[src/rtl/trng_sample_ctrl_if.sv]
// Handshake/bus bundle between the TRNG sampling controller, the ring cells and the register/FIFO side.
// master = controller, slave = the ring cells plus the consumer.
interface trng_sample_ctrl_if #(
    parameter int WORD_W = 32
);
    logic              start;
    logic              stop;
    logic              ro_bit;
    logic              ro_en;
    logic [1:0]        ro_sel;
    logic [WORD_W-1:0] rdata;
    logic              rvalid;
    logic              rready;
    logic              busy;
    logic              health_fail;

    modport master (
        input  start, stop, ro_bit, rready,
        output ro_en, ro_sel, rdata, rvalid, busy, health_fail
    );

    modport slave (
        output start, stop, ro_bit, rready,
        input  ro_en, ro_sel, rdata, rvalid, busy, health_fail
    );
endinterface

[src/rtl/trng_sample_ctrl.sv]
// Ring-oscillator TRNG sequencer: warm-up, decimated sampling, repetition-count health test; word out WARMUP+WORD_W*SAMPLE_DIV clocks after start.
// Backpressure: a completed word is held in HOLD (sampling paused, ring still enabled) until rvalid&rready.
module trng_sample_ctrl #(
    parameter int WORD_W        = 32,
    parameter int WARMUP_CYCLES = 64,
    parameter int SAMPLE_DIV    = 8,
    parameter int REP_LIMIT     = 16
) (
    input logic                clocked_on,
    input logic                preset,
    trng_sample_ctrl_if.master bus
);

    localparam int WARM_W = (WARMUP_CYCLES > 1) ? $clog2(WARMUP_CYCLES) : 1;
    localparam int DIV_W  = $clog2(SAMPLE_DIV);
    localparam int BIT_W  = $clog2(WORD_W + 1);
    localparam int REP_W  = $clog2(REP_LIMIT + 1);

    localparam logic [WARM_W-1:0] WARM_LOAD = WARM_W'(WARMUP_CYCLES - 1);
    localparam logic [DIV_W-1:0]  DIV_LAST  = DIV_W'(SAMPLE_DIV - 1);
    localparam logic [BIT_W-1:0]  BIT_LAST  = BIT_W'(WORD_W - 1);
    localparam logic [REP_W-1:0]  REP_MAX   = REP_W'(REP_LIMIT);
    localparam logic [REP_W-1:0]  REP_ONE   = REP_W'(1);

    typedef enum logic [2:0] {
        S_IDLE,
        S_WARMUP,
        S_SAMPLE,
        S_HOLD,
        S_FAIL
    } state_t;

    state_t state, state_nxt;

    logic              ro_meta, ro_s;
    logic [WARM_W-1:0] warm_cnt, warm_nxt;
    logic [DIV_W-1:0]  div_cnt, div_nxt;
    logic [BIT_W-1:0]  bit_cnt, bit_nxt;
    logic [REP_W-1:0]  rep_cnt, rep_nxt, rep_calc;
    logic              prev_bit, prev_nxt;
    logic [WORD_W-1:0] shift_q, shift_nxt;
    logic [WORD_W-1:0] rdata_q, rdata_nxt;
    logic              rvalid_q, rvalid_nxt;
    logic [1:0]        sel_q, sel_nxt;
    logic              ro_en_q, ro_en_nxt;
    logic              busy_q, busy_nxt;
    logic              fail_q, fail_nxt;

    // ro_bit is asynchronous to clocked_on; only the second flop feeds logic.
    always_ff @(posedge clocked_on or posedge preset) begin
        if (preset) begin
            ro_meta <= 1'b0;
            ro_s    <= 1'b0;
        end else begin
            ro_meta <= bus.ro_bit;
            ro_s    <= ro_meta;
        end
    end

    always_ff @(posedge clocked_on or posedge preset) begin
        if (preset) begin
            state <= S_IDLE;
        end else begin
            state <= state_nxt;
        end
    end

    always_comb begin
        state_nxt  = state;
        warm_nxt   = warm_cnt;
        div_nxt    = div_cnt;
        bit_nxt    = bit_cnt;
        rep_nxt    = rep_cnt;
        rep_calc   = '0;
        prev_nxt   = prev_bit;
        shift_nxt  = shift_q;
        rdata_nxt  = rdata_q;
        rvalid_nxt = rvalid_q;
        sel_nxt    = sel_q;

        case (state)
            S_IDLE: begin
                rvalid_nxt = 1'b0;
                if (bus.start && !bus.stop) begin
                    state_nxt = S_WARMUP;
                    warm_nxt  = WARM_LOAD;
                end
            end

            S_WARMUP: begin
                if (bus.stop) begin
                    state_nxt = S_IDLE;
                end else if (warm_cnt == '0) begin
                    state_nxt = S_SAMPLE;
                    div_nxt   = '0;
                    bit_nxt   = '0;
                    rep_nxt   = '0;
                end else begin
                    warm_nxt = warm_cnt - 1'b1;
                end
            end

            S_SAMPLE: begin
                if (bus.stop) begin
                    state_nxt = S_IDLE;
                end else if (div_cnt == DIV_LAST) begin
                    div_nxt   = '0;
                    shift_nxt = {shift_q[WORD_W-2:0], ro_s};
                    bit_nxt   = bit_cnt + 1'b1;
                    prev_nxt  = ro_s;
                    // rep_cnt == 0 marks the first sample since (re)entering SAMPLE
                    if (rep_cnt == '0 || ro_s != prev_bit) begin
                        rep_calc = REP_ONE;
                    end else begin
                        rep_calc = rep_cnt + 1'b1;
                    end
                    rep_nxt = rep_calc;
                    if (rep_calc == REP_MAX) begin
                        state_nxt = S_FAIL;
                    end else if (bit_cnt == BIT_LAST) begin
                        rdata_nxt  = shift_nxt;
                        rvalid_nxt = 1'b1;
                        state_nxt  = S_HOLD;
                    end
                end else begin
                    div_nxt = div_cnt + 1'b1;
                end
            end

            S_HOLD: begin
                if (bus.stop) begin
                    state_nxt  = S_IDLE;
                    rvalid_nxt = 1'b0;
                end else if (rvalid_q && bus.rready) begin
                    state_nxt  = S_SAMPLE;
                    rvalid_nxt = 1'b0;
                    sel_nxt    = sel_q + 2'd1;
                    div_nxt    = '0;
                    bit_nxt    = '0;
                    rep_nxt    = '0;
                end
            end

            S_FAIL: begin
                rvalid_nxt = 1'b0;
            end

            default: begin
                state_nxt  = S_IDLE;
                rvalid_nxt = 1'b0;
            end
        endcase

        busy_nxt  = (state_nxt == S_WARMUP) || (state_nxt == S_SAMPLE) || (state_nxt == S_HOLD);
        ro_en_nxt = busy_nxt;
        fail_nxt  = (state_nxt == S_FAIL);
    end

    always_ff @(posedge clocked_on or posedge preset) begin
        if (preset) begin
            warm_cnt <= '0;
            div_cnt  <= '0;
            bit_cnt  <= '0;
            rep_cnt  <= '0;
            prev_bit <= 1'b0;
            shift_q  <= '0;
            rdata_q  <= '0;
            rvalid_q <= 1'b0;
            sel_q    <= 2'd0;
            ro_en_q  <= 1'b0;
            busy_q   <= 1'b0;
            fail_q   <= 1'b0;
        end else begin
            warm_cnt <= warm_nxt;
            div_cnt  <= div_nxt;
            bit_cnt  <= bit_nxt;
            rep_cnt  <= rep_nxt;
            prev_bit <= prev_nxt;
            shift_q  <= shift_nxt;
            rdata_q  <= rdata_nxt;
            rvalid_q <= rvalid_nxt;
            sel_q    <= sel_nxt;
            ro_en_q  <= ro_en_nxt;
            busy_q   <= busy_nxt;
            fail_q   <= fail_nxt;
        end
    end

    assign bus.ro_en       = ro_en_q;
    assign bus.ro_sel      = sel_q;
    assign bus.rdata       = rdata_q;
    assign bus.rvalid      = rvalid_q;
    assign bus.busy        = busy_q;
    assign bus.health_fail = fail_q;

endmodule
[src/flat_wrapper.sv]
// flat-port wrapper written by rule: the top's interface ports become plain ports
module trng_sample_ctrl_flat 
#(
    parameter int WORD_W        = 32,
    parameter int WARMUP_CYCLES = 64,
    parameter int SAMPLE_DIV    = 8,
    parameter int REP_LIMIT     = 16
)
  (clocked_on, preset, bus_start, bus_stop, bus_ro_bit, bus_rready, bus_ro_en, bus_ro_sel, bus_rdata, bus_rvalid, bus_busy, bus_health_fail);
  trng_sample_ctrl_if #(.WORD_W(WORD_W)) bus_i ();
  input logic clocked_on;
  input logic preset;
  input wire logic [$bits(bus_i.start)-1:0] bus_start;
  input wire logic [$bits(bus_i.stop)-1:0] bus_stop;
  input wire logic [$bits(bus_i.ro_bit)-1:0] bus_ro_bit;
  input wire logic [$bits(bus_i.rready)-1:0] bus_rready;
  output wire logic [$bits(bus_i.ro_en)-1:0] bus_ro_en;
  output wire logic [$bits(bus_i.ro_sel)-1:0] bus_ro_sel;
  output wire logic [$bits(bus_i.rdata)-1:0] bus_rdata;
  output wire logic [$bits(bus_i.rvalid)-1:0] bus_rvalid;
  output wire logic [$bits(bus_i.busy)-1:0] bus_busy;
  output wire logic [$bits(bus_i.health_fail)-1:0] bus_health_fail;
  assign bus_i.start = bus_start;
  assign bus_i.stop = bus_stop;
  assign bus_i.ro_bit = bus_ro_bit;
  assign bus_i.rready = bus_rready;
  assign bus_ro_en = bus_i.ro_en;
  assign bus_ro_sel = bus_i.ro_sel;
  assign bus_rdata = bus_i.rdata;
  assign bus_rvalid = bus_i.rvalid;
  assign bus_busy = bus_i.busy;
  assign bus_health_fail = bus_i.health_fail;
  trng_sample_ctrl #(.WORD_W(WORD_W), .WARMUP_CYCLES(WARMUP_CYCLES), .SAMPLE_DIV(SAMPLE_DIV), .REP_LIMIT(REP_LIMIT)) u_core (.clocked_on(clocked_on), .preset(preset), .bus(bus_i));
endmodule
[config.mk]
export PLATFORM = sky130hd
export DESIGN_NAME = trng_sample_ctrl_flat
export DESIGN_NICKNAME = d
export VERILOG_FILES = /design/src/rtl/trng_sample_ctrl_if.sv /design/src/rtl/trng_sample_ctrl.sv /design/src/flat_wrapper.sv
export SDC_FILE = /design/constraint.sdc
export NUM_CORES = 1
export LEC_CHECK = 0
export ABC_AREA = 0
export CORE_MARGIN = 5
export CORE_UTILIZATION = 60
export DETAILED_ROUTE_END_ITERATION = 10
export PLACE_DENSITY = 0.84
export SYNTH_ARGS = -nofsm -noshare
export SYNTH_HDL_FRONTEND = slang
export SYNTH_SLANG_ARGS = --single-unit
[constraint.sdc]
create_clock -name clocked_on -period 9.2 [get_ports clocked_on]
set_input_delay 1.84 -clock clocked_on [delete_from_list [all_inputs] [get_ports clocked_on]]
set_output_delay 1.84 -clock clocked_on [all_outputs]
set_load 0.03 [all_outputs]
==> metrics.md <==
| Metric | Value |
|---|---|
| Vias in the first global route | 2498 |
| Slew headroom | 0.2587 |
| Max_cap viols | 0 |
| FF-to-FF Start | u_core.div_cnt[0] |
| Startpoint types | input pin |
| Outcome | complete, no violations |
| Crit-path max FO | 26 |
| WP data required | 9.45 ns |
| Max Clock Skew | 0.01168 ns |
| Flop-to-flop setup slack | 6.14 ns |
| Ys async rst share | 1.000 |
| Core area | 6719 um^2 |
| Final period utilization | 0.4926 |
| Drt total wl | 7183 um |
| Hold endpoint | u_core.ro_s |
| RSZ-0062 raised after global routing | no |
| Worst Max-Slew Pin Slew | 1.112 ns |
| R2R Path End | u_core.bus.rdata[14] |
| Largest net degree at the start of global routing | 94 |
| Cells after synthesis | 302 |
| Dpl hpwl | 4697 um |
| HP Class | flip-flop to flip-flop |
| Syn_nets | 314 |
| Hold WS | 0.3616 ns |
| H-tree depth | 3 |
| Minimum clock period | 4.531 ns |
| Synth top area share | 0.5706 |
| Chip Height | 92.45 um |
| Die area | 8547 um^2 |
| Clock buffer depth | 2 |
| TritonCTS clock tree | built |
| Cts hold-fix bufs | 0 |
| Final Setup Violations | 0 |
| Post-CTS setup buffer count | 0 |
| Worst-path clk slew | 0.09 ns |
| Die width | 92.45 um |
| Netlist Area Pre-Place | 4079 um^2 |
| Fmax | 0.2207 GHz |
| Vias per cell | 5.853 |
| Total gr overflow | 0 |
| Initial Utilization | 0.6071 |
| Drt pass-1 iters | 4 |
| Final std cells w/o fill | 429 |
| Setup TNS | 0 ns |
| GRT Resource Usage Total | 0.1797 |
| Number of synthesized flops with an enable pin | 0 |
| Global-route wire length before repair | 12130 um |
| Worst EP arrival | 4.78 ns |
| Layout Nets | 356 |
| Final Hold Viols | 0 |
| Critical path class | input pin to flip-flop |
| Row count | 30 |
| Post-synth top cells | dfrtp_1 (93), mux2_2 (35), mux2_4 (28), nand2_1 (15), nor2_1 (14) |
| HP Start | u_core.ro_meta |
| Detail Route Antenna Nets | 0 |
| FF-to-FF path depth | 7 |
| Register area share after synthesis | 0.5706 |
| Final GP Congestion | 0.9072 |
| Antenna Cells | 0 |
| Mean post-synth cell area | 13.51 um^2 |
| Most common cell in the netlist | dfrtp_1 |
| Cell variety after synth | 49 |
| Biggest area consumer among synthesized cells | dfrtp_1 |
| Port-buffer cells | 43 |
| WHS Path Cells | 0 |
| Pleak | 0.002202 uW |
| Layout cells sized above 1 | 0.2579 |
| Skew-Pair Late Insertion Delay | 0.35 ns |
| Largest vdd supply drop | 0.0001336 V |
| Starting DRC count in detailed routing | 128 |
| Flops & latches, synth | 93 |
| WL/cell | 16.74 um |
| Yosys Warn Count | 0 |
| # DRC | 0 |
| Post-Place Cells | 413 |
| Top post-synthesis cells by area | dfrtp_1 (57%), mux2_4 (10%), mux2_2 (9.7%) |
| Initial antenna violation count | 0 |
| Power Dens Cells | 147.9 nW/um^2 |
| Root buf cell | clkbuf_8 |
| Layout area overhead | 15.89% |
| I/O pin count | 44 |
| CTS Buf Count | 9 |
| CP Capture Type | flip-flop |
| Main synth FF type | dfrtp_1 |
| Number of clock sinks | 93 |
| Final max-slew violation count | 0 |
| Vias | 2511 |
| CTS resizes | 0 |
## cells by family (layout without fill, tap and decap cells)
kind of cell	count (synthesis)	after routing	synth area share
DFF	93	93	0.5706
buffers and inverters	25	72	0.02945
muxes	67	67	0.2095
AOI/OAI and AO/OA	39	39	0.07424
xor gates and xnor gates	5	5	0.01074
and+or+nand+nor	67	67	0.08711
adders and majority gates	6	6	0.01840
## metrics by stage
| step | worst slack [ns] | cell area, um^2 | util | total power [uW] |
|---|---|---|---|---|
| 2_1_floorplan | 4.940 | 4079 | - | 450.6 |
| 3_3_place_gp | 4.318 | 4551 | 0.6773 | 458.8 |
| 3_5_place_dp | 4.294 | 4551 | 0.6773 | 460.8 |
| 4_1_cts | 4.666 | 4727 | 0.7035 | 709.1 |
| 5_1_grt | 4.587 | 4727 | 0.7035 | 729.4 |
| 6_report | 4.669 | 4727 | 0.7035 | 699.1 |
## registers in the layout (all words and copies together) (netlist names)
signal and flops:
u_core.bit_cnt 6, u_core.ro_meta 1, u_core.ro_s 1, u_core.bus.rdata 32, u_core.div_cnt 3, u_core.bus.ro_en 1
u_core.bus.health_fail 1, u_core.rep_cnt 5, u_core.bus.rvalid 1, u_core.shift_q 31, u_core.state 3, u_core.warm_cnt 6
u_core.bus.ro_sel 2
## report_power, final
part / switching (uW) / internal (uW)
logic: 21.4 / 11.1
clock network: 140 / 107
registers: 5.94 / 414
total: 168 / 532
## metal layers
layer,global-route usage,part of all wire,vias up
li1,-,-,1174
met4,0.06559,0.011,0
met2,0.2864,0.50,63
met1,0.2378,0.44,1265
met3,0.04712,0.043,9
met5,0,0,-
## critical path, cell delays in order
cell and delay (ns):
clkdlybuf4s50_1 0.47, or4b_4 0.60, or4b_1 0.54, a31oi_4 0.43, buf_4 0.50, mux2_2 0.39
## cell usage in the layout (no fill, tap or decap), types with 3 or more instances in the layout
cell type,n
o2bb2ai_1,3
nand3_1,5
ha_1,6
nand2_1,15
o22a_1,3
o21ai_0,6
nand4_1,5
clkbuf_8,10
inv_1,9
mux2_4,28
clkinvlp_4,3
mux2i_1,4
a21oi_1,4
clkdlybuf4s50_1,43
a211oi_1,4
mux2_2,35
xor2_1,3
nor2_1,14
dfrtp_1,93
nor3_1,9
buf_4,3
## area by class of cell
cell class / count / area, um^2
sequential: 93 / 2327
tap: 80 / 100.1
timing repair buffer: 46 / 452.9
clock inverter: 4 / 31.28
multi-input combinational: 184 / 1632
fill: 445 / 1992
clock buffer: 12 / 145.1
inverter: 10 / 38.79
## worst max path at each step
| stage | from | endpoint | depth (start not counted) |
|---|---|---|---|
| 2_1_floorplan | preset | u_core.bit_cnt[0] | 1 |
| 3_5_place_dp | bus_stop | u_core.bus.rdata[14] | 6 |
| 5_1_grt | bus_stop | u_core.bus.rdata[14] | 6 |
| 3_3_place_gp | bus_stop | u_core.bus.rdata[14] | 6 |
| 4_1_cts | bus_stop | u_core.bus.rdata[14] | 6 |
| 6_report | bus_stop | u_core.bus.rdata[14] | 6 |
Power figures use the tool's default switching activity.
